[src/rtl/uart_cmd_ctrl.sv]
// uart_cmd_ctrl: decodes UART command frames into register-file writes/reads and ALU ops,
// and returns read data or ALU results to the TX FIFO.
module uart_cmd_ctrl #(
  parameter int DATA_WIDTH = 8,
  parameter int ADDR_WIDTH = 4,
  parameter int FUN_WIDTH  = 4
) (
  input  logic                    clk,
  input  logic                    rst_n,
  input  logic [DATA_WIDTH-1:0]   rx_p_data_i,
  input  logic                    rx_d_vld_i,
  input  logic [DATA_WIDTH-1:0]   rf_rd_data_i,
  input  logic                    rf_rd_vld_i,
  input  logic [2*DATA_WIDTH-1:0] alu_out_i,
  input  logic                    alu_out_vld_i,
  input  logic                    tx_fifo_full_i,
  output logic                    rf_wr_en_o,
  output logic                    rf_rd_en_o,
  output logic [ADDR_WIDTH-1:0]   rf_addr_o,
  output logic [DATA_WIDTH-1:0]   rf_wr_data_o,
  output logic                    alu_en_o,
  output logic [FUN_WIDTH-1:0]    alu_fun_o,
  output logic                    alu_clk_en_o,
  output logic [DATA_WIDTH-1:0]   tx_p_data_o,
  output logic                    tx_d_vld_o
);
  localparam logic [DATA_WIDTH-1:0] CMD_WR     = DATA_WIDTH'(8'hAA);
  localparam logic [DATA_WIDTH-1:0] CMD_RD     = DATA_WIDTH'(8'hBB);
  localparam logic [DATA_WIDTH-1:0] CMD_ALU_AB = DATA_WIDTH'(8'hCC);
  localparam logic [DATA_WIDTH-1:0] CMD_ALU    = DATA_WIDTH'(8'hDD);

  typedef enum logic [3:0] {
    IDLE, WR_ADDR, WR_DATA, RD_ADDR, RD_WAIT, OP_A, OP_B, OP_FUN, ALU_WAIT, SEND_LO, SEND_HI
  } state_t;

  state_t                  state_q, state_d;
  logic                    wr_en_q, wr_en_d, rd_en_q, rd_en_d, alu_en_q, alu_en_d;
  logic                    clk_en_q, clk_en_d, rd_only_q, rd_only_d;
  logic [ADDR_WIDTH-1:0]   addr_q, addr_d;
  logic [DATA_WIDTH-1:0]   wr_data_q, wr_data_d;
  logic [FUN_WIDTH-1:0]    fun_q, fun_d;
  logic [2*DATA_WIDTH-1:0] res_q, res_d;

  always_comb begin
    state_d   = state_q;
    wr_en_d   = 1'b0;
    rd_en_d   = 1'b0;
    alu_en_d  = 1'b0;
    clk_en_d  = clk_en_q;
    rd_only_d = rd_only_q;
    addr_d    = addr_q;
    wr_data_d = wr_data_q;
    fun_d     = fun_q;
    res_d     = res_q;
    case (state_q)
      IDLE: if (rx_d_vld_i)
        state_d = rx_p_data_i == CMD_WR     ? WR_ADDR :
                  rx_p_data_i == CMD_RD     ? RD_ADDR :
                  rx_p_data_i == CMD_ALU_AB ? OP_A    :
                  rx_p_data_i == CMD_ALU    ? OP_FUN  : IDLE;
      WR_ADDR: if (rx_d_vld_i) begin
        addr_d  = rx_p_data_i[ADDR_WIDTH-1:0];
        state_d = WR_DATA;
      end
      WR_DATA: if (rx_d_vld_i) begin
        wr_data_d = rx_p_data_i;
        wr_en_d   = 1'b1;
        state_d   = IDLE;
      end
      RD_ADDR: if (rx_d_vld_i) begin
        addr_d  = rx_p_data_i[ADDR_WIDTH-1:0];
        rd_en_d = 1'b1;
        state_d = RD_WAIT;
      end
      RD_WAIT: if (rf_rd_vld_i) begin
        res_d     = {{DATA_WIDTH{1'b0}}, rf_rd_data_i};
        rd_only_d = 1'b1;
        state_d   = SEND_LO;
      end
      // Operands A and B always land in registers 0 and 1.
      OP_A: if (rx_d_vld_i) begin
        addr_d    = '0;
        wr_data_d = rx_p_data_i;
        wr_en_d   = 1'b1;
        state_d   = OP_B;
      end
      OP_B: if (rx_d_vld_i) begin
        addr_d    = ADDR_WIDTH'(1);
        wr_data_d = rx_p_data_i;
        wr_en_d   = 1'b1;
        state_d   = OP_FUN;
      end
      OP_FUN: if (rx_d_vld_i) begin
        fun_d    = rx_p_data_i[FUN_WIDTH-1:0];
        alu_en_d = 1'b1;
        clk_en_d = 1'b1;
        state_d  = ALU_WAIT;
      end
      ALU_WAIT: if (alu_out_vld_i) begin
        res_d     = alu_out_i;
        rd_only_d = 1'b0;
        clk_en_d  = 1'b0;
        state_d   = SEND_LO;
      end
      SEND_LO: if (!tx_fifo_full_i) state_d = rd_only_q ? IDLE : SEND_HI;
      SEND_HI: if (!tx_fifo_full_i) state_d = IDLE;
      default: state_d = IDLE;
    endcase
  end

  always_ff @(posedge clk or negedge rst_n) begin
    if (!rst_n) begin
      state_q   <= IDLE;
      wr_en_q   <= 1'b0;
      rd_en_q   <= 1'b0;
      alu_en_q  <= 1'b0;
      clk_en_q  <= 1'b0;
      rd_only_q <= 1'b0;
      addr_q    <= '0;
      wr_data_q <= '0;
      fun_q     <= '0;
      res_q     <= '0;
    end else begin
      state_q   <= state_d;
      wr_en_q   <= wr_en_d;
      rd_en_q   <= rd_en_d;
      alu_en_q  <= alu_en_d;
      clk_en_q  <= clk_en_d;
      rd_only_q <= rd_only_d;
      addr_q    <= addr_d;
      wr_data_q <= wr_data_d;
      fun_q     <= fun_d;
      res_q     <= res_d;
    end
  end

  // TX strobe qualifies the held send state with the live FIFO status so no byte hits a full FIFO.
  assign tx_d_vld_o   = (state_q == SEND_LO || state_q == SEND_HI) && !tx_fifo_full_i;
  assign tx_p_data_o  = state_q == SEND_HI ? res_q[2*DATA_WIDTH-1:DATA_WIDTH] : res_q[DATA_WIDTH-1:0];
  assign rf_wr_en_o   = wr_en_q;
  assign rf_rd_en_o   = rd_en_q;
  assign rf_addr_o    = addr_q;
  assign rf_wr_data_o = wr_data_q;
  assign alu_en_o     = alu_en_q;
  assign alu_fun_o    = fun_q;
  assign alu_clk_en_o = clk_en_q;
endmodule
[config.mk]
export PLATFORM = sky130hd
export DESIGN_NAME = uart_cmd_ctrl
export DESIGN_NICKNAME = d
export VERILOG_FILES = /design/src/rtl/uart_cmd_ctrl.sv
export SDC_FILE = /design/constraint.sdc
export NUM_CORES = 1
export LEC_CHECK = 0
export ABC_CLOCK_PERIOD_IN_PS = 2750
export CORE_MARGIN = 2
export CORE_UTILIZATION = 40
export DETAILED_ROUTE_END_ITERATION = 10
export PLACE_DENSITY = 0.75
export SLEW_MARGIN = 20
export SYNTH_ARGS = -nofsm -noshare
export SYNTH_HDL_FRONTEND = slang
export SYNTH_SLANG_ARGS = --single-unit
[constraint.sdc]
create_clock -name clk -period 2.75 [get_ports clk]
set_input_delay 0.4125 -clock clk [delete_from_list [all_inputs] [get_ports clk]]
set_output_delay 0.4125 -clock clk [all_outputs]
set_load 0.03 [all_outputs]
==> summary.md <==
| Metric | Value |
|---|---|
| Drt wl/cell | `~15 um` |
| I/O pin count | `67` |
| Area contributors post-synth | `dfrtp_1 50%, mux2_2 12%, nand2_1 4.0%` |
| Final count of hold timing violations | `0` |
| H-tree levels | `2` |
| Clk pwr share | `15.2%` |
| Postcts setup bufs | `0` |
| Clock transition at path regs | `0.08 ns` |
| Vias | `1641` |
| Number of fill cells in the layout | `469` |
| Synth warn | `0` |
| CP max stage cell | `clkdlybuf4s50_1` |
| Global-route wire length before repair | `7810 um` |
| Internal power | `between 1500 and 2000 uW` |
| Arrival @ worst endpoint | `2.23 ns` |
| # clock sinks | `41` |
| Switching power | `1304 uW` |
| Synthesized flop and latch total | `41` |
| Worst skew pair latency | `0.28 ns` |
| Syn-to-layout area delta | `42.19%` |
| Initial antenna violation count | `0` |
| Crit path kind | `flop to output pin` |
| # resized after CTS | `0` |
| Row count | `26` |
| Vias in the first global route | `about 1600` |
| Fin nets | `295` |
| Pre-CTS setup slack | `0.4069 ns` |
| GR Util All Layers | `18.20%` |
| Sequential share of power | `slightly above 30%` |
| Slew margin rel. | `a little under two fifths` |
| Logic pwr share | `53.8%` |
| Max Cap Viol | `0` |
| Worst-Margin Slew | `0.9317 ns` |
| 1st-iter DRT viols | `roughly 150` |
| Pin count of the biggest net entering global routing | `42` |
| Pwr dens | `1125 nW/um^2` |
| Final HPWL DP | `3658 um` |
| PnR worst setup slack | `0.1113 ns` |
| Final Max Slew Viols | `0` |
| Worst-path cell chain | `nand2b_1, nor2_2, mux2_2, clkdlybuf4s50_1` |
| Setup crit end kind | `output pin` |
| Initial Util | `a little over 40%` |
| Clock Tree Root | `clkbuf_8` |
| Drt first pass iters | `4` |
| Max FO, Critical Path | `8` |
| FF-to-FF path depth | `5` |
| Maximum vdd drop | `0.0007247 V` |
| Worst endpoint required time | `2.34 ns` |
| Post-synth EDFFs | `0` |
| R2R Setup Slk | `0.71 ns` |
| Die span in y | `~75 um` |
| Worst hold path class | `primary input to asynchronous set/reset pin` |
| Clock Skews | `roughly 0.0063 ns` |
| Hold Buf Count CTS | `0` |
| Tot Pwr | `3268 uW` |
| Share of cells above drive strength 1 | `16.67%` |
| Fraction of registers with async set/reset | `100.0%` |
| Vias per cell | `5.003` |
| Post-route ant nets | `0` |
| CP Launch Type | `flop` |
| Count of different cell masters after synthesis | `37` |
| Reg-to-Reg Start | `state_q[3]$_DFFE_PN0P_` |
| Setup_tns | `0 ns` |
| Placer Congestion | `0.8532` |
| Avg Inst Size Synth | `10.93 um^2` |
| R2r endpoint | `res_q[14]$_DFFE_PN0P_` |
| Drt drc | `0` |
| N_diodes | `0` |
| CTS buffer count | `5` |
| Unrepaired setup endpoints after global routing | `false` |
| Port Buffers | `66` |
| Top cells by count, synth | `41 x dfrtp_1, 22 x nand2_1, 21 x mux2_2` |
| Leakage Power | `0.001186 uW` |
| Share of Yosys cell area claimed by the top area cell type | `50.21%` |
| Die Width | `75.47 um` |
| Switching share of power | `39.89%` |
| Core Footprint | `5010 um^2` |
| Placed insts | `between 300 and 400` |
| Fin crit share | `between 90% and 100%` |
| Mapped cell area | `2043 um^2` |
| Max Root-Sink Buffers | `2` |
| Cell taking the most area after synthesis | `dfrtp_1` |
| Top_reg_cell synth | `dfrtp_1` |
| Post-layout util | `57.99%` |
| Syn_nets | `225` |
| Final Setup Violations | `0` |
| Worst stage delay on the critical path | `about 0.60 ns` |
| Synth Instances | `187` |
| Die ar. | `5696 um^2` |
| Seq/Total Area, Yosys | `between 50% and 60%` |
| Max frequency | `379.0 MHz` |
| Post-layout min period | `2.639 ns` |
| Non-Filler Instances | `328` |
| Outcome | `finished clean` |
| CTS tree | `done` |
| Final WL | `5041 um` |
| Cell with the most instances after synthesis | `dfrtp_1` |
| GRT overflow | `0` |
[metal layers]
metal	GRT usage [%]	wire length, um
met4	5.263	57
met3	3.175	107
met5	0	0
met2	28.21	2537
met1	26.31	2339
[critical path: cells and delay by family (launching register included)]
kind	cells	cell delay, ns
buf+inv	1	0.60
flops	1	0.38
mux	1	0.39
simple gates	2	0.58
[layout by cell type, fill, tap and decap left out, drive strengths merged, types with 3 or more instances in the layout]
| master | count |
|---|---|
| nand2 | 22 |
| dfrtp | 41 |
| a22o | 9 |
| a211oi | 3 |
| nand2b | 6 |
| mux2 | 21 |
| o21ai | 19 |
| clkdlybuf4s50 | 65 |
| a21oi | 7 |
| nor2b | 5 |
| nor2 | 10 |
| clkbuf | 6 |
| buf | 6 |
| xnor2 | 3 |
| mux2i | 8 |
[worst max path at each step]
stage / start / endpoint / slack, ns / cells after the start
2_1_floorplan: state_q[2]$_DFFE_PN0P_ / tx_p_data_o[0] / 0.88 / 4
3_3_place_gp: state_q[0]$_DFFE_PN0P_ / tx_p_data_o[7] / 0.44 / 4
3_5_place_dp: state_q[0]$_DFFE_PN0P_ / tx_p_data_o[2] / 0.41 / 4
4_1_cts: state_q[0]$_DFFE_PN0P_ / tx_p_data_o[2] / 0.08 / 4
5_1_grt: state_q[0]$_DFFE_PN0P_ / tx_p_data_o[2] / 0.01 / 4
6_report: state_q[0]$_DFFE_PN0P_ / tx_p_data_o[2] / 0.11 / 4
[cell type report]
| class | instances | area (um^2) | area share [%] |
|---|---|---|---|
| Sequential cell | 41 | 1026 | 35.31 |
| Multi-Input combinational cell | 137 | 974.7 | 33.55 |
| Inverter | 1 | 3.754 | 0.1292 |
| Tap cell | 70 | 87.58 | 3.015 |
| Clock inverter | 2 | 37.54 | 1.292 |
| Timing Repair Buffer | 71 | 693.2 | 23.86 |
| Clock buffer | 6 | 82.58 | 2.842 |
[power by group through the flow]
stage               registers [uW]  clock network [uW]  logic (uW)
floorplan                     1280                   0         870
global placement              1020                   0        1730
detailed placement            1030                   0        1760
global route                  1040                 540        1890
finish                        1010                 498        1760
CTS                           1010                 517        1770
[registers in the layout, indices dropped and copies added (netlist names), 4 cells and up]
| register | cells |
|---|---|
| alu_fun_o | 4 |
| res_q | 16 |
| rf_wr_data_o | 8 |
| state_q | 4 |
| rf_addr_o | 4 |
[kinds of logic (layout without fill, tap and decap cells)]
logic type	count (synthesis)	after routing	share of synthesized area (%)
buffers and inverters	9	80	2.082
adders and majority gates	1	1	0.4899
AOI/OAI and AO/OA	49	49	16.23
and+or+nand+nor	55	55	14.21
DFF	41	41	50.21
xor gates and xnor gates	3	3	1.286
muxes	29	29	15.49
[metrics by stage]
| stage | area, um^2 | hold slack [ns] |
|---|---|---|
| floorplan | 2043 | 0.1169 |
| global route | 2905 | 0.3136 |
| finish | 2905 | 0.2630 |
| global placement | 2785 | 0.4636 |
| detailed placement | 2785 | 0.4725 |
| CTS | 2905 | 0.2909 |
Note: power is estimated with default switching activity, not from simulation.
